===== src/rtl/pulse_gen_pkg.sv =====
// Shared types and default constants for the pulse width generator family.
package pulse_gen_pkg;

    typedef enum logic [1:0] {
        IDLE = 2'd0,
        HIGH = 2'd1,
        GAP  = 2'd2
    } state_t;

    localparam int DEF_MIN_HIGH = 2;
    localparam int DEF_MAX_HIGH = 6;
    localparam int DEF_MIN_LOW  = 1;
    localparam int LEN_W        = 3;
    // Shared down-counter width: must hold MAX_HIGH-1 and MIN_LOW-2.
    localparam int CNT_W        = 8;

endpackage


===== src/rtl/pulse_len_clamp.sv =====
// Clamps a requested pulse length into [MIN_HIGH, MAX_HIGH] and flags out-of-range requests.
module pulse_len_clamp
    import pulse_gen_pkg::*;
#(
    parameter int MIN_HIGH = DEF_MIN_HIGH,
    parameter int MAX_HIGH = DEF_MAX_HIGH
) (
    input  logic [LEN_W-1:0] len_in,
    output logic [LEN_W-1:0] len_out,
    output logic             out_of_range
);

    localparam logic [LEN_W-1:0] MIN_L = LEN_W'(MIN_HIGH);
    localparam logic [LEN_W-1:0] MAX_L = LEN_W'(MAX_HIGH);

    logic below;
    logic above;

    always_comb begin
        below        = (len_in < MIN_L);
        above        = (len_in > MAX_L);
        out_of_range = below | above;
        len_out      = len_in;
        if (below) begin
            len_out = MIN_L;
        end else if (above) begin
            len_out = MAX_L;
        end
    end

endmodule


===== src/rtl/pulse_width_gen.sv =====
// Single-pulse generator: accepts a length request, drives a registered high pulse, then a low gap.
// Define PULSE_WIDTH_GEN_ASSERT_EN to compile in protocol assertions on sig/done.
module pulse_width_gen
    import pulse_gen_pkg::*;
#(
    parameter int MIN_HIGH = DEF_MIN_HIGH,
    parameter int MAX_HIGH = DEF_MAX_HIGH,
    parameter int MIN_LOW  = DEF_MIN_LOW
) (
    input  logic             clk,
    input  logic             rst,
    input  logic             req_valid,
    output logic             req_ready,
    input  logic [LEN_W-1:0] req_len,
    output logic             sig,
    output logic             done,
    output logic             clamped,
    output logic [7:0]       pulse_count
);

    localparam logic [CNT_W-1:0] GAP_INIT = CNT_W'((MIN_LOW >= 2) ? (MIN_LOW - 2) : 0);

    state_t           state_q, state_d;
    logic [CNT_W-1:0] cnt_q, cnt_d;
    logic             sig_q, sig_d;
    logic             done_q, done_d;
    logic             clamped_q, clamped_d;
    logic [7:0]       count_q, count_d;

    logic [LEN_W-1:0] eff_len;
    logic             len_oor;
    logic             accept;

    pulse_len_clamp #(
        .MIN_HIGH (MIN_HIGH),
        .MAX_HIGH (MAX_HIGH)
    ) u_clamp (
        .len_in       (req_len),
        .len_out      (eff_len),
        .out_of_range (len_oor)
    );

    // Gating with rst keeps the generator from looking ready while held in reset.
    assign req_ready = (state_q == IDLE) && !rst;
    assign accept    = req_valid && req_ready;

    always_comb begin
        state_d   = state_q;
        cnt_d     = cnt_q;
        sig_d     = sig_q;
        done_d    = 1'b0;
        clamped_d = 1'b0;
        count_d   = count_q;
        case (state_q)
            IDLE: begin
                if (accept) begin
                    state_d   = HIGH;
                    sig_d     = 1'b1;
                    clamped_d = len_oor;
                    cnt_d     = CNT_W'(eff_len) - CNT_W'(1);
                end
            end
            HIGH: begin
                // cnt_q counts the high cycles still to come after this one.
                if (cnt_q == '0) begin
                    sig_d   = 1'b0;
                    done_d  = 1'b1;
                    count_d = count_q + 8'd1;
                    if (MIN_LOW <= 1) begin
                        state_d = IDLE;
                    end else begin
                        state_d = GAP;
                        cnt_d   = GAP_INIT;
                    end
                end else begin
                    cnt_d = cnt_q - CNT_W'(1);
                end
            end
            GAP: begin
                if (cnt_q == '0) begin
                    state_d = IDLE;
                end else begin
                    cnt_d = cnt_q - CNT_W'(1);
                end
            end
            default: begin
                state_d = IDLE;
                sig_d   = 1'b0;
            end
        endcase
    end

    always_ff @(posedge clk or posedge rst) begin
        if (rst) begin
            state_q   <= IDLE;
            cnt_q     <= '0;
            sig_q     <= 1'b0;
            done_q    <= 1'b0;
            clamped_q <= 1'b0;
            count_q   <= 8'd0;
        end else begin
            state_q   <= state_d;
            cnt_q     <= cnt_d;
            sig_q     <= sig_d;
            done_q    <= done_d;
            clamped_q <= clamped_d;
            count_q   <= count_d;
        end
    end

    assign sig         = sig_q;
    assign done        = done_q;
    assign clamped     = clamped_q;
    assign pulse_count = count_q;

`ifdef PULSE_WIDTH_GEN_ASSERT_EN
    a_high_min: assert property (@(posedge clk) disable iff (rst)
        $rose(sig_q) |-> sig_q [* MIN_HIGH]);
    a_high_max: assert property (@(posedge clk) disable iff (rst)
        $rose(sig_q) |-> ##[1:MAX_HIGH] !sig_q);
    a_low_min: assert property (@(posedge clk) disable iff (rst)
        $fell(sig_q) |-> !sig_q [* MIN_LOW]);
    a_done_fall: assert property (@(posedge clk) disable iff (rst)
        done_q |-> $fell(sig_q));
`endif

endmodule


===== config.mk =====
export PLATFORM = sky130hd
export DESIGN_NAME = pulse_width_gen
export DESIGN_NICKNAME = d
export VERILOG_FILES = /design/src/rtl/pulse_gen_pkg.sv /design/src/rtl/pulse_len_clamp.sv /design/src/rtl/pulse_width_gen.sv
export SDC_FILE = /design/constraint.sdc
export NUM_CORES = 1
export LEC_CHECK = 0
export ABC_AREA = 1
export CORE_ASPECT_RATIO = 1.1
export CORE_MARGIN = 1.5
export CORE_UTILIZATION = 45
export CTS_CLUSTER_DIAMETER = 60
export CTS_CLUSTER_SIZE = 12
export DETAILED_ROUTE_END_ITERATION = 10
export PLACE_DENSITY_LB_ADDON = 0.25
export SYNTH_ARGS = -nofsm -noshare
export SYNTH_HDL_FRONTEND = slang
export SYNTH_SLANG_ARGS = --single-unit

===== constraint.sdc =====
create_clock -name clk -period 1.9 [get_ports clk]
set_input_delay 0.19 -clock clk [delete_from_list [all_inputs] [get_ports clk]]
set_output_delay 0.19 -clock clk [all_outputs]
set_load 0.01 [all_outputs]

After elaboration in Yosys (flattened, before gate mapping)
Index checks and enable logic that the tools add are counted.
{"block": "totals", "in_bits": 6, "word_cells": 45, "out_inout_bits": 12, "regBits": 21}
{"block": "op_classes", "bitwise": 2, "n_reduce_logical": 11, "mux": 15, "n_lt_le_gt_ge": 2, "eq_ne": 6, "add_sub_neg": 3}
{"operator": "8-bit 2-to-1 mux", "count": 2}
{"operator": "8-bit one-hot mux with 2 select lines", "count": 1}
{"operator": "8-bit by 1-bit adder with 8-bit output (second input constant)", "count": 1}
{"operator": "8-bit logical NOT", "count": 1}
{"operator": "8-bit by 1-bit subtractor with 8-bit output (second input constant)", "count": 1}
{"operator": "1-bit 2-to-1 mux", "count": 6}
{"operator": "3-bit 2-to-1 mux", "count": 2}
{"operator": "2-bit inequality test (second input constant)", "count": 3}
{"operator": "3-bit AND reduction", "count": 2}
{"operator": "2-bit 2-to-1 mux", "count": 2}
{"operator": "2-bit one-hot mux with 2 select lines", "count": 1}
{"operator": "2-bit AND reduction", "count": 2}
{"operator": "3-bit by 1-bit subtractor with 4-bit output (second input constant)", "count": 1}
{"operator": "3-bit > comparator (second input constant)", "count": 1}
{"operator": "3-bit by 2-bit < comparator with 1-bit output (second input constant)", "count": 1}
{"operator": "1-bit one-hot mux with 3 select lines", "count": 1}
{"operator": "2-bit by 1-bit equality test with 1-bit output (second input constant)", "count": 1}
{"operator": "2-bit equality test (second input constant)", "count": 1}
{"operator": "1-bit logical AND", "count": 2}
{"operator": "2-bit logical NOT", "count": 1}
{"operator": "2-bit by 1-bit inequality test with 1-bit output (second input constant)", "count": 1}
{"operator": "2-bit nonzero test", "count": 1}
{"operator": "2-bit OR reduction", "count": 1}
{"operator": "1-bit logical NOT", "count": 1}
{"operator": "other kinds (2)", "count": 2}

Depth between registers and ports, before layout
{"block": "logic_depth", "depth_word": 6, "depth_mapped": 9, "ltp_nobuf": 9}

Cells and area by module
From an unflattened synthesis, not the netlist that was laid out.
{"block": "unflattened", "cells_unflattened": 155, "area_unflattened_um2": 1197.4}
{"module": "pulse_width_gen", "seq_area_each_um2": 475.5, "area_per_inst_um2": 1156.1, "cells_per_inst": 145, "n_inst": 1}
{"module": "pulse_len_clamp", "seq_area_each_um2": 0.0, "area_per_inst_um2": 41.3, "cells_per_inst": 10, "n_inst": 1}

Worst setup path before layout
Ideal clock, no wire load.
{"block": "synth_path", "path_type": "register to register", "startpoint": "reg cnt_q[0]", "endpoint": "reg cnt_q[0]", "synth_period_minus_slack_ps": 1340, "setup_time_ps": 122, "n_path_buf": 0, "arrival_time_ps": 1219, "stages_incl_launch_ff": 8, "slack_ps": 560, "required_ps": 1778, "cell_sequence": "dfrtp_1 -> inv_1 -> ha_1 -> nand2_2 -> o21ai_4 -> nand2_4 -> nand2_1 -> o21ai_2"}
{"block": "synth_between", "elab_chain_len": 3, "elab_cells_between_ends": 6, "classes_between": "add/sub: 1; eq/ne: 1; mux: 2; reduce/logical: 2"}
{"element": "start: declaration", "line_no": "pulse_width_gen.sv:24", "rtl": "logic [CNT_W-1:0] cnt_q, cnt_d;"}
{"element": "start signal: assignment", "line_no": "pulse_width_gen.sv:103", "rtl": "cnt_q <= cnt_d;"}
{"element": "8-bit by 1-bit subtractor with 8-bit output or 8-bit logical NOT (tied branches)"}
{"element": "8-bit 2-to-1 mux or 2-bit inequality test (tied branches)"}
{"element": "8-bit one-hot mux with 2 select lines or 3-bit AND reduction (tied branches)"}
Several ways; a longest one is shown, not always the timed one. The select of a mux whose other input is x is not followed.
A chain may end at the register's enable or synchronous reset.

==> results.txt <==
CTS hold repair buffers: 0
final hold viol count: 0
reg2reg setup slack: 0.34 ns
Max Clk Rate: 579 MHz
initial antenna violation count: 0
ys async rst share: 100%
Simple-Gate Fraction of Synth Area: 33.2%
Setup violations, final: 0
largest family of logic cells by synthesized area: simple AND/OR/NAND/NOR gates
Vias/cell: 4.87
Mapped Cells: 142
global-route wire length before repair: 3.95 mm
Worst Path Required: 1.71 ns
Pwr Total: 1800 uW
slew margin rel.: 76.6%
vias in the first global route: 925
Worst Skew: 0.00833 ns
Cells after DPL: 189
Final Core Density: 59.0%
leak pwr: 0.000649 uW
Worst Hold Class: in -> async
Final #Nets: 174
compound-cell area share of the yosys netlist: 6.57%
Max Cap Viol: 0
reg2reg path depth: 7
CP startpoint: sig$_DFFE_PP0P_
mux cell area share after synthesis: 0.891%
met2 Use GR: 31.6%
clk root buf: clkbuf_4
Skew-Pair Late Insertion Delay: 0.29 ns
unrepaired setup endpoints after global routing: false
largest net degree at the start of global routing: 20
die area: 2810 sq um
fin crit share: 90.9%
adder-cell share of the synthesized area: 4.45%
Clock transition at path regs: 0.11 ns
Initial Util: 48.9%
WL final: 2.22 mm
Finished Layout Cells: 193
Antenna diodes: 0
crit path to: req_ready
r2r startpoint: cnt_q[0]$_DFFE_PP0P_
Yosys cell types: 23
Std-Cell Rows: 18
GR Util All Layers: 18.0%
routed len/inst: 11.5 um
Top Usage Layer GRT: met2
Place WS: 0.0815 ns
Vias: 939
post-DP HPWL: 1.74 mm
Mapped Nets: 152
grt total ovfl: 0
Max Slew Vio Count: 0
layout cells sized above 1: 12.3%
Pre-antenna DRT Iters: 3
CTS tree: done
Tmin final: 1.73 ns
clk sinks: 19
Final GP Congestion: 0.780
antenna viol nets, final: 0
CTS Buf Count: 3
Area Overhead vs Synth: 20.7%
R2R Path End: cnt_q[4]$_DFFE_PP0P_
CP max FO: 12
power per cell area: 1330 nW/um^2
Chip Height: 55.4 um
commonest non-fill, non-tap cell in the layout: nand2_1
most frequent cells in the layout: 37 x nand2_1, 18 x dfrtp_1, 17 x inv_1, 17 x clkdlybuf4s50_1, 16 x nand3_1
crit end category: output port
Arr. time, crit path: 1.54 ns
Setup crit start kind: flip-flop
First DRT Iteration DRCs: 8
Residual DRC: 0
htree depth: 1
met1 usage: 22.4%
Setup TNS: 0 ns
register area share after synthesis: 42.3%
synth warn: 0
Buffers on Ports: 17
register bit count reported by yosys: 19
Synth Flop Type: dfrtp_1
die width: 50.6 um
Synth Area in XOR/XNOR: 5.46%
final setup margin: 0.173 ns
core box area: 2300 sq um
Crit Path Class: reg -> out
outcome: finished, final reports clean
Max Root-Sink Buffers: 2
GR Util met3: 2.43%
Setup Buffers After CTS: 0
I/O pin total: 18
Post-synth EDFFs: 0
Mapped Area: 1120 sq um
Mean Syn Cell Area: 7.91 sq um
Tightest Pin Transition: 0.350 ns
maximum vdd drop: 742 uV
==> per-stage QoR <==
stage,hold slack (ns),instance area [sq um]
floorplan,0.141,1120
global placement,0.504,1330
detailed placement,0.508,1330
CTS,0.229,1360
global route,0.275,1360
finish,0.227,1360
==> sequential cells by signal, summed over array words and instances, names as in the netlist <==
register	flops
cnt_q	8
pulse_count	8
clamped	1
done	1
sig	1
==> power by group <==
part,internal (uW),total (uW),switching (uW)
Clock,78.2,204,126
Sequential,528,688,160
Combinational,392,911,519
==> final cells by class <==
cell class                      count  area [sq um]
Clock buffer                        3          22.5
Clock inverter                      1          5.00
Fill cell                         229           941
Inverter                           18          68.8
Multi-Input combinational cell    104           568
Sequential cell                    19           477
Tap cell                           30          37.5
Timing Repair Buffer               18           178
==> critical path, stage by stage, from the launching register on <==
cell,delay (ns)
dfrtp_2,0.53
nor2_1,0.16
clkdlybuf4s50_1,0.55
==> logic make-up after synthesis <==
kind of cell,after synthesis
buf+inv,19
xor+xnor,7
simple gates,81
compound gates,11
mux,1
fa+ha+maj,4
flops,19
==> layer usage <==
metal / up-vias / wire [um]
met5: - / 0
met4: 0 / 10
met3: 2 / 43
met2: 8 / 1160
met1: 435 / 1010
li1: 494 / -
==> cells in the mapped netlist (2+ instances only) <==
| cell type | instances | area [sq um] |
|---|---|---|
| nand2_1 | 37 | 139 |
| dfrtp_1 | 19 | 475 |
| inv_1 | 17 | 63.8 |
| nand3_1 | 16 | 80.1 |
| nor2_1 | 10 | 37.5 |
| nand4_1 | 5 | 31.3 |
| nor2_2 | 5 | 31.3 |
| o21ai_0 | 5 | 25.0 |
| xnor2_1 | 5 | 43.8 |
| ha_1 | 4 | 50.1 |
| nand2_2 | 3 | 18.8 |
| a21oi_1 | 2 | 10.0 |
| nor3_1 | 2 | 10.0 |
| o21ai_2 | 2 | 17.5 |
| xor2_1 | 2 | 17.5 |
==> how the worst min path moves through the flow <==
stage / depth (start not counted) / to
detailed placement: 2 / pulse_count[7]$_DFFE_PP0P_
CTS: 3 / cnt_q[1]$_DFFE_PP0P_
floorplan: 1 / clamped$_DFF_PP0_
global placement: 2 / pulse_count[7]$_DFFE_PP0P_
finish: 3 / cnt_q[1]$_DFFE_PP0P_
global route: 3 / cnt_q[1]$_DFFE_PP0P_
==> what timing repair did <==
action | 4_1_cts | 5_1_grt
hold endpoints to repair | 0 | 0
gates resized for setup | 0 | 1
setup endpoints to repair | 0 | 1
Note: power is estimated with default switching activity, not from simulation.
